===== config.mk =====
export PLATFORM = sky130hd
export DESIGN_NAME = onemax_fitness_eval_flat
export DESIGN_NICKNAME = d
export VERILOG_FILES = /design/src/rtl/onemax_fitness_eval_if.sv /design/src/rtl/onemax_fitness_eval.sv /design/src/flat_wrapper.sv
export SDC_FILE = /design/constraint.sdc
export NUM_CORES = 2
export LEC_CHECK = 0
export BUFFER_PORTS_ARGS = -buffer_cell sky130_fd_sc_hd__buf_2
export CAP_MARGIN = 20
export CORE_AREA = 4 4 409 411
export DETAILED_ROUTE_END_ITERATION = 16
export DIE_AREA = 0 0 413 415
export GPL_ROUTABILITY_DRIVEN = 0
export MAX_ROUTING_LAYER = met4
export PLACE_DENSITY = 0.6
export SLEW_MARGIN = 30
export SYNTH_ARGS = -nofsm -noshare
export SYNTH_HDL_FRONTEND = slang
export SYNTH_SLANG_ARGS = --single-unit

===== constraint.sdc =====
create_clock -name clk -period 6.9 [get_ports clk]
set_input_delay 1.38 -clock clk [delete_from_list [all_inputs] [get_ports clk]]
set_output_delay 1.38 -clock clk [all_outputs]
set_load 0.05 [all_outputs]

===== src/rtl/onemax_fitness_eval_if.sv =====
// Handshake bundle for the OneMax fitness evaluator.
// The master side drives requests and the slave side returns results.
interface onemax_fitness_eval_if #(
   parameter int N_BITS = 1024,
   parameter int FIT_W  = 12
);
   logic              clk_enable;
   logic              start;
   logic [N_BITS-1:0] candidate;
   logic              busy;
   logic              done;
   logic [FIT_W-1:0]  fitness;
   logic              is_optimum;

   modport master (
      output clk_enable, start, candidate,
      input  busy, done, fitness, is_optimum
   );

   modport slave (
      input  clk_enable, start, candidate,
      output busy, done, fitness, is_optimum
   );
endinterface


===== src/rtl/onemax_fitness_eval.sv =====
// OneMax fitness evaluator: counts the ones in a snapshotted candidate,
// one CHUNK_BITS slice per enabled cycle, then pulses done for one cycle.
module onemax_fitness_eval #(
   parameter int N_BITS     = 1024,
   parameter int CHUNK_BITS = 32,
   parameter int FIT_W      = 12
) (
   input  logic                  clk,
   input  logic                  rst,
   onemax_fitness_eval_if.slave  bus
);
   localparam int NUM_CHUNKS = N_BITS / CHUNK_BITS;
   localparam int IDX_W = (NUM_CHUNKS > 1) ? $clog2(NUM_CHUNKS) : 1;

   localparam logic [1:0] IDLE  = 2'd0;
   localparam logic [1:0] ACCUM = 2'd1;
   localparam logic [1:0] DONE  = 2'd2;

   logic [1:0]        state_q, state_d;
   logic [N_BITS-1:0] snap_q, snap_d;
   logic [FIT_W-1:0]  acc_q, acc_d;
   logic [IDX_W-1:0]  idx_q, idx_d;
   logic [FIT_W-1:0]  fitness_q, fitness_d;
   logic              opt_q, opt_d;

   logic [CHUNK_BITS-1:0] chunk;
   logic [FIT_W-1:0]      pop;
   logic [FIT_W-1:0]      sum;
   logic                  last;

   always_comb begin
      chunk = snap_q[int'(idx_q)*CHUNK_BITS +: CHUNK_BITS];
      pop   = '0;
      for (int i = 0; i < CHUNK_BITS; i++) begin
         pop = pop + FIT_W'(chunk[i]);
      end
      sum  = acc_q + pop;
      last = (idx_q == IDX_W'(NUM_CHUNKS - 1));
   end

   always_comb begin
      state_d   = state_q;
      snap_d    = snap_q;
      acc_d     = acc_q;
      idx_d     = idx_q;
      fitness_d = fitness_q;
      opt_d     = opt_q;
      unique case (state_q)
         IDLE: begin
            // start is taken here whether or not clk_enable is high
            if (bus.start) begin
               snap_d  = bus.candidate;
               acc_d   = '0;
               idx_d   = '0;
               state_d = ACCUM;
            end
         end
         ACCUM: begin
            if (bus.clk_enable) begin
               acc_d = sum;
               idx_d = idx_q + IDX_W'(1);
               if (last) begin
                  state_d   = DONE;
                  fitness_d = sum;
                  opt_d     = (sum == FIT_W'(N_BITS));
               end
            end
         end
         DONE: begin
            state_d = IDLE;
         end
         default: begin
            state_d = IDLE;
         end
      endcase
   end

   always_ff @(posedge clk) begin
      if (rst) begin
         state_q   <= IDLE;
         snap_q    <= '0;
         acc_q     <= '0;
         idx_q     <= '0;
         fitness_q <= '0;
         opt_q     <= 1'b0;
      end else begin
         state_q   <= state_d;
         snap_q    <= snap_d;
         acc_q     <= acc_d;
         idx_q     <= idx_d;
         fitness_q <= fitness_d;
         opt_q     <= opt_d;
      end
   end

   assign bus.busy       = (state_q == ACCUM);
   assign bus.done       = (state_q == DONE);
   assign bus.fitness    = fitness_q;
   assign bus.is_optimum = opt_q;
endmodule


===== src/flat_wrapper.sv =====
// flat-port wrapper written by rule: the top's interface ports become plain ports
module onemax_fitness_eval_flat 
#(
   parameter int N_BITS     = 1024,
   parameter int CHUNK_BITS = 32,
   parameter int FIT_W      = 12
)
  (clk, rst, bus_clk_enable, bus_start, bus_candidate, bus_busy, bus_done, bus_fitness, bus_is_optimum);
  onemax_fitness_eval_if #(.N_BITS(N_BITS), .FIT_W(FIT_W)) bus_i ();
  input  logic clk;
  input  logic rst;
  input wire logic [$bits(bus_i.clk_enable)-1:0] bus_clk_enable;
  input wire logic [$bits(bus_i.start)-1:0] bus_start;
  input wire logic [$bits(bus_i.candidate)-1:0] bus_candidate;
  output wire logic [$bits(bus_i.busy)-1:0] bus_busy;
  output wire logic [$bits(bus_i.done)-1:0] bus_done;
  output wire logic [$bits(bus_i.fitness)-1:0] bus_fitness;
  output wire logic [$bits(bus_i.is_optimum)-1:0] bus_is_optimum;
  assign bus_i.clk_enable = bus_clk_enable;
  assign bus_i.start = bus_start;
  assign bus_i.candidate = bus_candidate;
  assign bus_busy = bus_i.busy;
  assign bus_done = bus_i.done;
  assign bus_fitness = bus_i.fitness;
  assign bus_is_optimum = bus_i.is_optimum;
  onemax_fitness_eval #(.N_BITS(N_BITS), .CHUNK_BITS(CHUNK_BITS), .FIT_W(FIT_W)) u_core (.clk(clk), .rst(rst), .bus(bus_i));
endmodule

Word-level counts from Yosys, hierarchy flattened:

Cells that the tools add are included.
W data, S select, Z words.

* bits in registers: 1056
* logic and storage cells: 63
* input port bits: 1028

* add/subtract/negate cells: 33
* equality and inequality tests: 7
* shift-type cells: 1
* mux-type cells: 10
* reductions and logical operators: 6

Operators by type and width (number)
* $shiftx A1024 B11 Y32: 1
* $add A12 B1 Y12: 30
* $mux W12: 2
* $pmux W12 S2: 1
* $add A12 B12 Y12: 1
* $eq A12 B11 Y1 const B: 1
* $mux W5: 2
* $pmux W5 S2: 1
* $reduce_and A3 Y1: 3
* $mux W2: 3
* $add A5 B1 Y5 const B: 1
* $eq A5 B5 Y1 const B: 1
* $ne A2 B2 Y1 const B: 2
* $pmux W2 S2: 1
* $add A1 B1 Y2: 1
* $eq A2 B1 Y1 const B: 1
* $eq A2 B2 Y1 const B: 1
* $logic_not A2 Y1: 1
* $ne A2 B1 Y1 const B: 1
* $reduce_and A2 Y1: 1
* $reduce_bool A2 Y1: 1

Depth between registers and ports, before layout:

* word-level depth: 35
* depth in mapped cells: 24

Worst setup path before layout:

Ideal clock, no wire load.

* path kind: reg2reg
* start: reg u_core.idx_q[1]
* end: reg u_core.opt_q (netlist: u_core.bus.is_optimum)
* arrival time: 7.243 ns
* stages on the path, launching flop included: 25
* path slack: -0.430 ns
* cell sequence: dfxtp_1 > clkbuf_1 > clkbuf_1 > buf_1 > mux4_2 > mux4_2 > mux2_2 > fa_1 > inv_1 > fa_1 > inv_1 > fa_1 > fa_1 > inv_1 > fa_1 > fa_1 > inv_1 > ha_1 > fa_1 > a21o_1 > a221oi_2 > xnor2_1 > a2111oi_0 > nand4bb_1 > o31ai_1

* cells in the longest elaborated chain, start to end: 34
* elaborated cells on any way between the ends: 36
* classes of those cells: 32 x add/sub; 2 x eq/ne; 1 x shift; 1 x reduce/logical

RTL lines
* start: declaration: line onemax_fitness_eval.sv:22 `logic [IDX_W-1:0] idx_q, idx_d;`
* start signal: assignment: line onemax_fitness_eval.sv:90 `idx_q <= idx_d;`
* $shiftx A1024 B11 Y32: line onemax_fitness_eval.sv:32 `chunk = snap_q[int'(idx_q)*CHUNK_BITS +: CHUNK_BITS];`
* $add A1 B1 Y2: line onemax_fitness_eval.sv:35 `pop = pop + FIT_W'(chunk[i]);`
* $add A12 B1 Y12 (30 in series): line onemax_fitness_eval.sv:35
* $add A12 B12 Y12: line onemax_fitness_eval.sv:37 `sum = acc_q + pop;`
* $eq A12 B11 Y1: line onemax_fitness_eval.sv:65 `opt_d = (sum == FIT_W'(N_BITS));`
* end signal: assignment: line onemax_fitness_eval.sv:92 `opt_q <= opt_d;`
* end: declaration: line onemax_fitness_eval.sv:24 `logic opt_q, opt_d;`

Several ways; a longest one is shown, not always the timed one.
A chain may end at the register's enable or synchronous reset.

Worst setup path in the final report:

* start: reg u_core.idx_q[0]
* end: reg u_core.opt_q (netlist: u_core.bus.is_optimum)

The elaborated chain is that of the path after synthesis.

==> results.txt <==
The flow ran to the end, but the final reports show violations. The final reports fail on setup timing. The logs give 0 for the total number of yosys warnings and 0 for the hold violation count in the final report. The main combinational cell family by area after synthesis is simple AND/OR/NAND/NOR gates. Clock latency on the worst-skew pair, taken at its later pin, is 0.76 ns. The share of layout cells above drive strength 1 came out at 29.3%.

Sequential elements use 47.1% of the synthesized area. The detail route stage leaves a number of antenna-violating nets equal to 0. The number of buffers inserted during clock tree synthesis was 117; the peak clock frequency supported by timing was 135 MHz. After detailed routing, the met3 layer carries 17900 um of wire. In the layout the commonest cells are sky130_fd_sc_hd__nand2_1 (2073), sky130_fd_sc_hd__dfxtp_1 (1052), sky130_fd_sc_hd__buf_2 (1041). The CTS clock-pin slew for the worst setup and hold paths was 0.06 ns; the total detailed-routing wirelength was 212000 um. The number of cell rows is 149.

Walking the worst path, the cells encountered are buf_4 -> buf_12 -> mux4_2 -> mux4_2 -> mux2_4 -> fa_1 -> inv_2 -> fa_1 -> inv_1 -> fa_1 -> fa_2 -> inv_2 -> fa_2 -> fa_1 -> inv_1 -> ha_2 -> fa_2 -> buf_4 -> xor2_2 -> nor3_2 -> o211ai_1 -> a2111oi_2 -> nand4bb_1 -> o31ai_1. The post-synthesis cell count is 5123, and the maximum fanout along the worst path is 8. The type of the tightest min-delay check is register to register. Summed over all failing endpoints, the final setup total negative slack is -4.07 ns. The final-report max-slew violation count was 0. In this run the mean area of a mapped cell was 8.77 um^2. No sink is reached through more buffers than the 3 on the longest clock path. The number of antenna violations at the first check in global routing was 120. The buffer cell driving the clock tree root is sky130_fd_sc_hd__clkbuf_16. The stage delay of the slowest cell on the critical path was 0.63 ns; the arrival time at the worst endpoint was 8.10 ns.

The run gives -0.533 ns as the final worst setup slack. In the final design database the tool counted 7117 nets. The number of buffers and inverters on the critical path is 7.

After detailed routing, the wire length on met1 is 92200 um. Yosys mapped the design onto 44 distinct sky130hd cell types. The xor and xnor area share after synthesis came out at 0.195%. TritonCTS built the clock tree. The kind of cell with the highest combined delay along the critical path is adder cells. The number of clock sinks was 1056; the deepest level of the CTS H-tree was 3. The tools report the maximum number of pins on one net before global-route repair as 241.

In this run, synthesis produced a sequential element count of 1056. In the final routed layout, each cell accounts on average for 25.3 um. Number of DRC markers in iteration 0: 4468. Cells fill 35.1% of the core in the end. The run gives 92100 um as the detailed route wirelength on metal2. For this configuration, the core starts out at a cell density of 27.4%. The logs give 0.340 mV for the worst IR drop on VDD and 24.2% for the global-route total usage across every layer.

The share of synthesized area in the top cell type comes to 47.1%. The logs give 0.171 mm^2 for the area enclosed by the die boundary and 0.451 ns for the worst hold slack across all endpoints. Setup repair after global routing could not meet its margin everywhere. The core region is 0.164 mm^2. The max-capacitance violation count was 0; the slew at the pin with the worst max-slew slack was 1.04 ns. The synthesized design spends more area on one cell type than any other, namely sky130_fd_sc_hd__dfxtp_1. The first-pass iteration count of the detailed router was 5. The type of origin of the critical path is a register. The die span in y is 415 um.

Detailed placement ended at an HPWL of 166000 um. The die outline width is 413 um. Hold repair after CTS inserted 0 buffers. At the placement stage, the worst setup path has a slack of -0.723 ns. In this run the static leakage power is 22.7 nW.

The run gives 7.57 ns as the required time at the endpoint of the critical path. The post-synthesis instance area is 0.0449 mm^2. The run gives 40300 as the number of global-route vias before repair.

The detailed-route via count was 42300; the simple logic cell fraction of the synthesized area was 17.9%. The library cell used most frequently in the layout, excluding fill and tap cells, is sky130_fd_sc_hd__nand2_1. The synthesized netlist devotes 1.84% of its cell area to adder and majority cells.

The first global-routing pass estimated 290000 um of wire. The power density over cell area is 278 mW/mm^2. Ranked by total cell area, the synthesized netlist is headed by sky130_fd_sc_hd__dfxtp_1 (47%), sky130_fd_sc_hd__nand2_1 (17%), sky130_fd_sc_hd__mux4_2 (16%).

The worst setup path is captured at a register. Summing the areas of all compound-gate instances in the mapped netlist gives 12.2% of the synthesized area. Most common flop cell mapped by yosys: sky130_fd_sc_hd__dfxtp_1.

The library cell appearing most often on the critical path was sky130_fd_sc_hd__fa_1. The per-cell via count in the routed design was 5.05; the final count of negative-setup-slack endpoints was 16. The standard cell with the maximum stage delay on the critical path is sky130_fd_sc_hd__mux4_2. Global routing finished with a remaining overflow of 0. In this run the count of I/O pins placed on the die edge is 1043. The routed design could run at a clock period as short as 7.43 ns.

After detailed routing, no signal wire sits above met4. The quantity of I/O buffers inserted on ports works out to 1042. The async set-or-reset flop fraction in the synthesized netlist was 0%; the area added between synthesis and finish was 28.4%. Synthesis produced a netlist with a net count of 6202.

The critical path is of the register to register type. After synthesis, the share of cell area in mux cells is 16.8%. The post-route clock period utilization came out at 108%. Headroom to the max-slew limit came out at 30.4%. The worst clock skew came out at 0.0470 ns. In this run, synthesis inferred 0 flip-flops with an integrated enable. The detailed-route DRC error count is 0.
-- final cells by class --
cell class | instances | area, um^2
flip-flops and latches | 1056 | 21200
repair buffers | 1223 | 7310
fillers | 17100 | 106000
clock inverters | 41 | 541
inverters | 20 | 75.1
well taps | 2189 | 2740
multi-input cells | 3620 | 22200
diodes | 58 | 145
clock buffers | 171 | 3440
-- routing by layer --
metal,up-vias,track usage [%]
met2,1854,34.8
met4,0,10.4
met5,-,-
li1,19200,-
met3,396,5.12
met1,20800,32.9
-- synthesized netlist by cell type (11+ instances only) --
cell                       count
sky130_fd_sc_hd__nand2_1    2074
sky130_fd_sc_hd__inv_1        20
sky130_fd_sc_hd__ha_1         26
sky130_fd_sc_hd__fa_1         25
sky130_fd_sc_hd__buf_4        13
sky130_fd_sc_hd__buf_1        23
sky130_fd_sc_hd__clkbuf_1    373
sky130_fd_sc_hd__dfxtp_1    1056
sky130_fd_sc_hd__a21oi_1    1044
sky130_fd_sc_hd__nor2_1       26
sky130_fd_sc_hd__mux4_2      320
sky130_fd_sc_hd__mux2_2       21
sky130_fd_sc_hd__buf_2        16
sky130_fd_sc_hd__mux2i_1      11
-- power by group --
part	total, W	switching, W	internal, W	leakage [nW]
logic	0.00283	0.00166	0.00118	12.1
clock network	0.00648	0.00271	0.00376	1.94
registers	0.00673	0.000257	0.00647	8.67
-- final timing paths --
| check | start | to | slack (ns) | cells past startpoint |
|---|---|---|---|---|
| worst max-delay path | u_core.idx_q[0]$_SDFFE_PP0P_ | u_core.bus.is_optimum$_SDFFE_PP0P_ | -0.53 | 24 |
| worst min-delay path | u_core.snap_q[841]$_SDFFE_PP0P_ | u_core.snap_q[841]$_SDFFE_PP0P_ | 0.45 | 2 |
| worst max register to register | u_core.idx_q[0]$_SDFFE_PP0P_ | u_core.bus.is_optimum$_SDFFE_PP0P_ | -0.53 | 24 |
| worst min register to register | u_core.snap_q[841]$_SDFFE_PP0P_ | u_core.snap_q[841]$_SDFFE_PP0P_ | 0.45 | 2 |
-- worst min-delay path: cells and delay by family, from the launching register on --
kind	cells	cell delay (ns)
AO/OA/AOI/OAI	1	0.05
flip-flops	1	0.31
AND/OR/NAND/NOR	1	0.05
-- repair_timing --
item | 4_1_cts | 5_1_grt
endpoints found under the setup margin | 18 | 21
resized for setup | 36 | 45
setup buffers | 13 | 16
gates cloned | 5 | 0
pin swaps | 9 | 10
-- sequential cells by signal (all words and copies together) (netlist names) --
| name | cells |
|---|---|
| u_core.idx_q | 5 |
| u_core.bus.is_optimum | 1 |
| u_core.acc_q | 12 |
| u_core.state_q | 2 |
| u_core.snap_q | 1024 |
| u_core.bus.fitness | 12 |
-- logic make-up (layout without fill, tap and decap cells) --
| kind of cell | after synthesis | after routing |
|---|---|---|
| other cells | 0 | 58 |
| flops | 1056 | 1056 |
| fa+ha+maj | 51 | 51 |
| buf+inv | 447 | 1455 |
| mux | 352 | 352 |
| compound gates | 1079 | 1079 |
| simple gates | 2128 | 2128 |
| xor+xnor | 10 | 10 |
-- metrics by stage --
| stage | std cells | power (W) | area (um^2) |
|---|---|---|---|
| final | 8378 | 0.0160 | 57700 |
| after global routing | 8367 | 0.0167 | 57600 |
| after CTS | 8303 | 0.0160 | 57200 |
| after detailed placement | 8073 | 0.00948 | 52700 |
| after global placement | 8073 | 0.00945 | 52700 |
| after floorplan | 5123 | 0.00814 | 45100 |
Note: power is estimated with default switching activity, not from simulation.
